## config.mk

```make
export PLATFORM = sky130hd
export DESIGN_NAME = sobel_filter
export DESIGN_NICKNAME = d
export VERILOG_FILES = /design/src/rtl/sobel_pkg.sv /design/src/rtl/sobel_kernel.sv /design/src/rtl/sobel_filter.sv
export SDC_FILE = /design/constraint.sdc
export NUM_CORES = 2
export LEC_CHECK = 0
export BUFFER_PORTS_ARGS = -buffer_cell sky130_fd_sc_hd__buf_4
export CAP_MARGIN = 15
export CELL_PAD_IN_SITES_DETAIL_PLACEMENT = 1
export CELL_PAD_IN_SITES_GLOBAL_PLACEMENT = 1
export CORE_ASPECT_RATIO = 1.5
export CORE_MARGIN = 2
export CORE_UTILIZATION = 35
export CTS_CLUSTER_SIZE = 28
export DETAILED_ROUTE_END_ITERATION = 10
export GPL_TIMING_DRIVEN = 0
export PLACE_DENSITY = 0.69
export REMOVE_ABC_BUFFERS = 1
export SLEW_MARGIN = 20
export SYNTH_ARGS = -nofsm -noshare
export SYNTH_HDL_FRONTEND = slang
export SYNTH_HIERARCHICAL = 1
export SYNTH_SLANG_ARGS = --single-unit
```

## constraint.sdc

```tcl
create_clock -name clk -period 19.15 [get_ports clk]
set_input_delay 0.9575 -clock clk [delete_from_list [all_inputs] [get_ports clk]]
set_output_delay 0.9575 -clock clk [all_outputs]
set_load 0.01 [all_outputs]
```

## src/rtl/sobel_pkg.sv

```systemverilog
// sobel_pkg: shared mode encodings, FSM states and constants for the Sobel filter
package sobel_pkg;
  localparam logic [1:0] MODE_GX  = 2'b00;
  localparam logic [1:0] MODE_GY  = 2'b01;
  localparam logic [1:0] MODE_SUM = 2'b10;
  localparam logic [1:0] MODE_MAX = 2'b11;
  localparam int PIXELS_PER_WORD = 4;
  localparam int READ_LATENCY = 2;
  typedef enum logic [2:0] {
    S_IDLE,
    S_CHECK,
    S_RD_ISSUE,
    S_RD_WAIT,
    S_RD_UNPACK,
    S_COMPUTE,
    S_WRITE,
    S_DONE
  } state_t;
endpackage

```

## src/rtl/sobel_kernel.sv

```systemverilog
// sobel_kernel: combinational 3x3 Sobel gradient magnitude, saturated to one pixel
// Ports:
//   win  - 3x3 window, pixel (r,c) at slot r*3+c, row 0 is the upper row
//   mode - magnitude select (|Gx|, |Gy|, sum, max)
//   mag  - saturated magnitude
module sobel_kernel
  import sobel_pkg::*;
#(
  parameter int PIXEL_WIDTH = 8
) (
  input  logic [9*PIXEL_WIDTH-1:0] win,
  input  logic [1:0]               mode,
  output logic [PIXEL_WIDTH-1:0]   mag
);
  localparam int AW = PIXEL_WIDTH + 4;
  logic [AW-1:0] e [9];
  logic signed [AW-1:0] gx, gy;
  logic [AW-1:0] ax, ay, sel;
  always_comb begin
    for (int i = 0; i < 9; i++) e[i] = AW'(win[i*PIXEL_WIDTH +: PIXEL_WIDTH]);
    gx = e[2] + (e[5] << 1) + e[8] - e[0] - (e[3] << 1) - e[6];
    gy = e[6] + (e[7] << 1) + e[8] - e[0] - (e[1] << 1) - e[2];
    ax = gx < 0 ? -gx : gx;
    ay = gy < 0 ? -gy : gy;
    sel = mode == MODE_GX  ? ax :
          mode == MODE_GY  ? ay :
          mode == MODE_SUM ? ax + ay :
          (ax > ay ? ax : ay);
    mag = sel > AW'({PIXEL_WIDTH{1'b1}}) ? '1 : sel[PIXEL_WIDTH-1:0];
  end
endmodule

```

## src/rtl/sobel_filter.sv

```systemverilog
// sobel_filter: streaming 3x3 Sobel edge detector between an input and an output BRAM
// Ports:
//   clk, rst_n               - clock, asynchronous active-low reset
//   start, mode              - frame request and magnitude select (sampled at start)
//   image_width_in/height_in - frame dimensions in pixels/rows (sampled at start)
//   busy, done               - frame in progress, one-cycle completion pulse
//   bram_in_*                - read port of the input image BRAM (2-cycle latency)
//   bram_out_*               - write port of the result BRAM, same packing/addresses
module sobel_filter
  import sobel_pkg::*;
#(
  parameter int BRAM_DATA_WIDTH = 32,
  parameter int PIXEL_WIDTH     = 8,
  parameter int ADDR_WIDTH      = 10,
  parameter int IMG_WIDTH_BITS  = 16,
  parameter int IMG_HEIGHT_BITS = 16,
  parameter int IMG_WIDTH_MAX   = 64,
  parameter int IMG_HEIGHT_MAX  = 64
) (
  input  logic                       clk,
  input  logic                       rst_n,
  input  logic                       start,
  input  logic [1:0]                 mode,
  input  logic [IMG_WIDTH_BITS-1:0]  image_width_in,
  input  logic [IMG_HEIGHT_BITS-1:0] image_height_in,
  output logic                       busy,
  output logic                       done,
  output logic                       bram_in_ena,
  output logic [ADDR_WIDTH-1:0]      bram_in_addr,
  input  logic [BRAM_DATA_WIDTH-1:0] bram_in_dout,
  output logic                       bram_in_wea,
  output logic [BRAM_DATA_WIDTH-1:0] bram_in_dina,
  output logic                       bram_out_ena,
  output logic [ADDR_WIDTH-1:0]      bram_out_addr,
  output logic [BRAM_DATA_WIDTH-1:0] bram_out_dina,
  output logic                       bram_out_wea
);
  localparam int PPW = BRAM_DATA_WIDTH / PIXEL_WIDTH;
  localparam int LPW = $clog2(PPW);
  localparam int CW  = $clog2(IMG_WIDTH_MAX);
  localparam int WW  = CW - LPW;
  localparam int RW  = $clog2(IMG_HEIGHT_MAX);
  state_t state, state_nx;
  logic [1:0] mode_q;
  logic [IMG_WIDTH_BITS-1:0] w_q;
  logic [IMG_HEIGHT_BITS-1:0] h_q;
  logic [WW-1:0] word, lw;
  logic [CW-1:0] lc;
  logic [RW-1:0] row, orow, lr;
  logic [ADDR_WIDTH-1:0] rd_addr, wr_addr;
  logic [1:0] top, mid, bot, lat_cnt;
  logic [BRAM_DATA_WIDTH-1:0] out_data, pix_out;
  logic [IMG_WIDTH_MAX*PIXEL_WIDTH-1:0] line_buf [3];
  logic [1:0] slot [3];
  logic dims_ok, row_end;
  always_comb begin
    dims_ok = w_q[LPW-1:0] == '0 &&
              w_q >= IMG_WIDTH_BITS'(3) && w_q <= IMG_WIDTH_BITS'(IMG_WIDTH_MAX) &&
              h_q >= IMG_HEIGHT_BITS'(3) && h_q <= IMG_HEIGHT_BITS'(IMG_HEIGHT_MAX);
    row_end = word == lw;
    slot = '{top, mid, bot};
  end
  always_ff @(posedge clk or negedge rst_n)
    if (!rst_n) state <= S_IDLE;
    else state <= state_nx;
  // Output row r-1 is produced right after input row r lands; the last row
  // (all border) is written once the input is exhausted.
  always_comb begin
    state_nx = state;
    case (state)
      S_IDLE:      state_nx = start ? S_CHECK : S_IDLE;
      S_CHECK:     state_nx = dims_ok ? S_RD_ISSUE : S_DONE;
      S_RD_ISSUE:  state_nx = S_RD_WAIT;
      S_RD_WAIT:   state_nx = lat_cnt == 2'(READ_LATENCY - 2) ? S_RD_UNPACK : S_RD_WAIT;
      S_RD_UNPACK: state_nx = row_end && row != '0 ? S_COMPUTE : S_RD_ISSUE;
      S_COMPUTE:   state_nx = S_WRITE;
      S_WRITE:     state_nx = !row_end ? S_COMPUTE : orow == lr ? S_DONE : row == lr ? S_COMPUTE : S_RD_ISSUE;
      S_DONE:      state_nx = S_IDLE;
      default:     state_nx = S_IDLE;
    endcase
  end
  always_comb begin
    busy = state != S_IDLE && state != S_DONE;
    done = state == S_DONE;
    bram_in_ena = state == S_RD_ISSUE;
    bram_out_ena = state == S_WRITE;
    bram_out_wea = state == S_WRITE;
  end
  assign bram_in_addr = rd_addr;
  assign bram_in_wea = 1'b0;
  assign bram_in_dina = '0;
  assign bram_out_addr = wr_addr;
  assign bram_out_dina = out_data;
  // Row slots rotate so that top/mid/bot always hold rows r-2/r-1/r.
  always_ff @(posedge clk or negedge rst_n)
    if (!rst_n) begin
      mode_q <= '0;
      w_q <= '0;
      h_q <= '0;
      lw <= '0;
      lc <= '0;
      lr <= '0;
      row <= '0;
      orow <= '0;
      word <= '0;
      rd_addr <= '0;
      wr_addr <= '0;
      top <= '0;
      mid <= '0;
      bot <= '0;
      lat_cnt <= '0;
      out_data <= '0;
    end else
      case (state)
        S_IDLE:
          if (start) begin
            mode_q <= mode;
            w_q <= image_width_in;
            h_q <= image_height_in;
            lw <= WW'((image_width_in >> LPW) - 1);
            lc <= CW'(image_width_in - 1);
            lr <= RW'(image_height_in - 1);
          end
        S_CHECK: begin
          row <= '0;
          orow <= '0;
          word <= '0;
          rd_addr <= '0;
          wr_addr <= '0;
          top <= 2'd0;
          mid <= 2'd1;
          bot <= 2'd2;
        end
        S_RD_ISSUE: lat_cnt <= '0;
        S_RD_WAIT: lat_cnt <= lat_cnt + 2'd1;
        S_RD_UNPACK: begin
          rd_addr <= rd_addr + ADDR_WIDTH'(1);
          word <= row_end ? '0 : word + WW'(1);
          if (row_end && row == '0) begin
            row <= RW'(1);
            top <= mid;
            mid <= bot;
            bot <= top;
          end
        end
        S_COMPUTE: out_data <= pix_out;
        S_WRITE: begin
          wr_addr <= wr_addr + ADDR_WIDTH'(1);
          word <= row_end ? '0 : word + WW'(1);
          if (row_end && orow != lr) begin
            orow <= orow + RW'(1);
            if (row != lr) begin
              row <= row + RW'(1);
              top <= mid;
              mid <= bot;
              bot <= top;
            end
          end
        end
        default: ;
      endcase
  always_ff @(posedge clk)
    if (state == S_RD_UNPACK) line_buf[bot][word*BRAM_DATA_WIDTH +: BRAM_DATA_WIDTH] <= bram_in_dout;
  // One kernel per pixel lane; neighbour columns wrap inside the buffer but
  // any wrapped window is on a border column and is forced to 0.
  for (genvar k = 0; k < PPW; k++) begin : g_lane
    logic [CW-1:0] c, ci;
    logic [9*PIXEL_WIDTH-1:0] win;
    logic [PIXEL_WIDTH-1:0] mag;
    logic border;
    always_comb begin
      c = {word, LPW'(k)};
      ci = '0;
      win = '0;
      border = orow == '0 || orow == lr || c == '0 || c == lc;
      for (int r = 0; r < 3; r++)
        for (int j = 0; j < 3; j++) begin
          ci = c + CW'(j) - CW'(1);
          win[(r*3+j)*PIXEL_WIDTH +: PIXEL_WIDTH] = line_buf[slot[r]][ci*PIXEL_WIDTH +: PIXEL_WIDTH];
        end
    end
    sobel_kernel #(.PIXEL_WIDTH(PIXEL_WIDTH)) u_kernel (
      .win(win),
      .mode(mode_q),
      .mag(mag)
    );
    assign pix_out[k*PIXEL_WIDTH +: PIXEL_WIDTH] = border ? '0 : mag;
  end
endmodule

```

==> qor.txt <==
========================================================================================================
Total detailed-routing wirelength                                                              539000 µm
Maximum level of the CTS H-tree                                                                        4
Wire length per cell after detailed routing                                                      35.2 µm
Maximum number of pins on one net before global-route repair                                         137
Antenna-violating nets left                                                                            0
Average cell area after synthesis                                                               11.2 µm²
Clock Tree Buf Depth                                                                                   4
Portion of the post-synthesis area used by sequential elements                                     40.8%
Class of the worst hold path                                                                input pin to register
Top cells by area in the synthesized netlist                                                sky130_fd_sc_hd__edfxtp_1, sky130_fd_sc_hd__mux4_2, sky130_fd_sc_hd__mux2i_1
Crit path capture type                                                                          register
Fin. Hold Viols                                                                                        0
Starting utilization of the core area                                                              35.1%
Fraction of final layout cells sized beyond drive strength 1                                       17.4%
Number of standard-cell rows in the floorplan                                                        264
EDFF count, synth                                                                                   1536
Post-DP Area                                                                                  132000 µm²
Worst rel slew slack                                                                               5.24%
Vias in the first global route                                                                    105000
Post-route clock period utilization                                                                68.3%
Final global-route overflow total                                                                      0
Number of fillers in the final layout                                                              36600
Detailed-routing iteration count for the pre-antenna-repair pass                                       8
Final-report setup violation count                                                                     0
Setup total negative slack                                                                          0 ns
Number of buffers added by the clock tree synthesis step                                             175
Setup CP Type                                                                               register to register
Crit-path max cell delay                                                                         0.91 ns
Number of input and output port buffers inserted                                                     125
Area of the mapped netlist                                                                    121000 µm²
Setup bufs post-CTS                                                                                    0
Final-layout worst hold slack                                                                   0.281 ns
Clock root buffer                                                                           sky130_fd_sc_hd__clkbuf_16
Number of library cell types mapped by synthesis                                                     110
Area of the die                                                                               350000 µm²
Total core area                                                                               344000 µm²
Initial antenna violation count                                                                       43
Status                                                                                      finished clean
Setup repair after global routing missed its margin                                                   no
Cell type with the highest occurrence count on the critical path                            sky130_fd_sc_hd__fa_1
Worst clock skew                                                                               0.0474 ns
Die extent in y                                                                                   724 µm
Number of gates resized after cts                                                                      0
Peak Freq                                                                                     0.0765 GHz
Worst slack at placement                                                                         5.75 ns
DRC Markers                                                                                            0
Total number of vias                                                                               99500
Number of nets at the end of the flow                                                              11200
Data arrival at the endpoint of the critical path                                               13.83 ns
Slowest library cell on the worst path                                                      sky130_fd_sc_hd__a2111oi_1
Maximum fanout count along the critical path                                                          70
Clock latency at the later pin of the worst-skew pair                                            0.91 ns
Data required time at the worst endpoint                                                        19.91 ns
Launching element type of the critical path                                                     register
Cell count after synthesis                                                                         10800
Non-Filler Cell Area, Final                                                                   138000 µm²
Number of DRC markers after the initial detailed-route iteration                                   11800
Minimum period implied by the final worst setup slack                                           13.07 ns
TritonCTS sink count                                                                                1665
Final-report max-slew violation count                                                                  0
Post-CTS clock slew at the launch and capture registers of the worst setup and hold paths        0.06 ns
Die Width                                                                                         484 µm
Setup ws final                                                                                   6.08 ns
Detail-routed via count per cell                                                                    6.49
Final weighted congestion in routability-driven placement                                          0.913
Total of flip-flops plus latches after synthesis                                                    1665
Share of the synthesized area in the top cell type                                                 38.2%
Detailed Place HPWL                                                                            385000 µm
Max Cap Viol                                                                                           0
Cell accounting for the most synthesized area                                               sky130_fd_sc_hd__edfxtp_1
Async set-or-reset flop fraction in the synthesized netlist                                        7.75%
Synth warnings                                                                                         6
All-Layer GR Usage                                                                                 30.0%
Wire length of the first global-routing pass                                                   761000 µm
Predominant post-synthesis flop cell                                                        sky130_fd_sc_hd__edfxtp_1
Post-synthesis to final-layout area growth                                                         14.3%
Clock tree from TritonCTS                                                                          built
IO Count                                                                                             159
Actual slew at the worst max-slew pin                                                            1.42 ns
========================================================================================================
## cell families (layout without fill, tap and decap cells)
| group | after synthesis | in the layout | share of synthesized area, % |
|---|---|---|---|
| compound gates | 2273 | 2273 | 12.1 |
| xor+xnor | 155 | 155 | 1.14 |
| fa+ha+maj | 457 | 457 | 6.29 |
| buf+inv | 1364 | 1322 | 5.27 |
| flops | 1665 | 1665 | 40.8 |
| mux | 2115 | 2115 | 24.0 |
| other cells | 9 | 81 | 0.0279 |
| simple gates | 2745 | 2745 | 10.4 |
## critical path, delay by kind of cell, from the launching register on
kind / cells / cell delay [ns]
AO/OA/AOI/OAI: 14 / 5.25
adder cells (fa/ha/maj): 7 / 3.22
AND/OR/NAND/NOR: 4 / 1.54
buffers and inverters: 7 / 1.36
flip-flops: 1 / 0.83
XOR/XNOR: 1 / 0.35
multiplexers: 1 / 0.18
## per-stage QoR
| step | cells | utilization, % |
|---|---|---|
| 6_report | 15300 | 40.1 |
| 5_1_grt | 15300 | 40.1 |
| 4_1_cts | 15300 | 40.1 |
| 3_5_place_dp | 15000 | 38.5 |
| 3_3_place_gp | 14600 | 35.8 |
| 2_1_floorplan | 9979 | - |
## area by class of cell
type	instances	area, µm²	area share (%)
inverter	528	2020	1.46
antenna	40	100	0.0724
timing repair buffer	482	9200	6.66
tap	4522	5660	4.09
clock inverter	105	1020	0.737
multi-input combinational	7786	66200	47.9
clock buffer	207	4560	3.30
sequential	1665	49400	35.7
## flip-flops by register name, summed over array words and instances (netlist names), 3 cells and up
signal,flops
line_buf,1536
lc,6
lw,4
bram_out_addr,10
orow,6
bram_out_dina,32
word,4
lr,6
row,6
bram_in_addr,10
w_q,16
state,3
h_q,16
## synthesized netlist by cell type (all sizes together), types with 17 or more instances
| master | n |
|---|---|
| o31ai | 30 |
| inv | 527 |
| edfxtp | 1536 |
| buf | 519 |
| o22ai | 157 |
| a221oi | 27 |
| nor3b | 17 |
| nand3 | 106 |
| o21bai | 27 |
| xor2 | 54 |
| a22o | 37 |
| o2111ai | 18 |
| a31oi | 48 |
| nand4 | 33 |
| and3 | 37 |
| o32ai | 20 |
| fa | 252 |
| nor4 | 27 |
| clkbuf | 317 |
| a22oi | 47 |
| mux4 | 591 |
| o22a | 42 |
| ha | 205 |
| mux2i | 1188 |
| or3 | 29 |
| o221ai | 41 |
| nor2 | 631 |
| and2 | 290 |
| nor2b | 60 |
| nand2 | 1216 |
| or2 | 50 |
| a21oi | 262 |
| a41o | 28 |
| a2111oi | 34 |
| o21ai | 957 |
| mux2 | 336 |
| nor3 | 101 |
| xnor2 | 101 |
| a21o | 57 |
| nand2b | 100 |
| o21a | 19 |
| o211ai | 176 |
| a221o | 40 |
| dfrtp | 129 |
| a211oi | 95 |
## per-layer routing
layer	part of all wire [%]	GRT usage (%)	wire, µm
met1	33	32.0	177000
met2	46	48.0	246000
met3	10	8.28	54300
met4	11	28.5	61400
met5	0.068	0	365
## layout by cell type (no fill, tap or decap), types with 105 or more instances in the layout
| cell type | Yosys | layout |
|---|---|---|
| sky130_fd_sc_hd__a21oi_1 | 261 | 257 |
| sky130_fd_sc_hd__and2_1 | 285 | 282 |
| sky130_fd_sc_hd__buf_12 | 0 | 122 |
| sky130_fd_sc_hd__buf_16 | 0 | 195 |
| sky130_fd_sc_hd__buf_4 | 187 | 132 |
| sky130_fd_sc_hd__clkbuf_16 | 0 | 176 |
| sky130_fd_sc_hd__dfrtp_1 | 129 | 117 |
| sky130_fd_sc_hd__edfxtp_1 | 1536 | 1536 |
| sky130_fd_sc_hd__fa_1 | 252 | 252 |
| sky130_fd_sc_hd__ha_1 | 205 | 204 |
| sky130_fd_sc_hd__inv_1 | 521 | 521 |
| sky130_fd_sc_hd__mux2_2 | 282 | 282 |
| sky130_fd_sc_hd__mux2i_1 | 1188 | 1188 |
| sky130_fd_sc_hd__mux4_2 | 591 | 591 |
| sky130_fd_sc_hd__nand2_1 | 1215 | 1201 |
| sky130_fd_sc_hd__nand3_1 | 106 | 105 |
| sky130_fd_sc_hd__nor2_1 | 630 | 560 |
| sky130_fd_sc_hd__o211ai_1 | 173 | 173 |
| sky130_fd_sc_hd__o21ai_0 | 839 | 839 |
| sky130_fd_sc_hd__o21ai_1 | 114 | 110 |
| sky130_fd_sc_hd__o22ai_1 | 156 | 155 |
## worst paths after layout
check | startpoint | to | slack [ns] | cells past startpoint
worst max register to register | word[0]$_DFFE_PN0P_ | bram_out_dina[0]$_DFFE_PN0P_ | 6.08 | 34
worst min-delay path | image_width_in[13] | w_q[13]$_DFFE_PN0P_ | 0.28 | 3
worst min register to register | h_q[2]$_DFFE_PN0P_ | h_q[2]$_DFFE_PN0P_ | 0.47 | 2
min in group asynchronous | rst_n | bram_in_addr[1]$_DFFE_PN0P_ | 0.59 | 2
worst max-delay path | word[0]$_DFFE_PN0P_ | bram_out_dina[0]$_DFFE_PN0P_ | 6.08 | 34
max in group asynchronous | rst_n | mode_q[1]$_DFFE_PN0P_ | 17.79 | 3
## repair_timing
item,CTS,global route
hold endpoints to repair,49,0
endpoints found under the setup margin,0,0
hold buffers,1,0
Power is not shown: default switching activity piles up to over one toggle a cycle in this logic, so the estimate is an artifact.
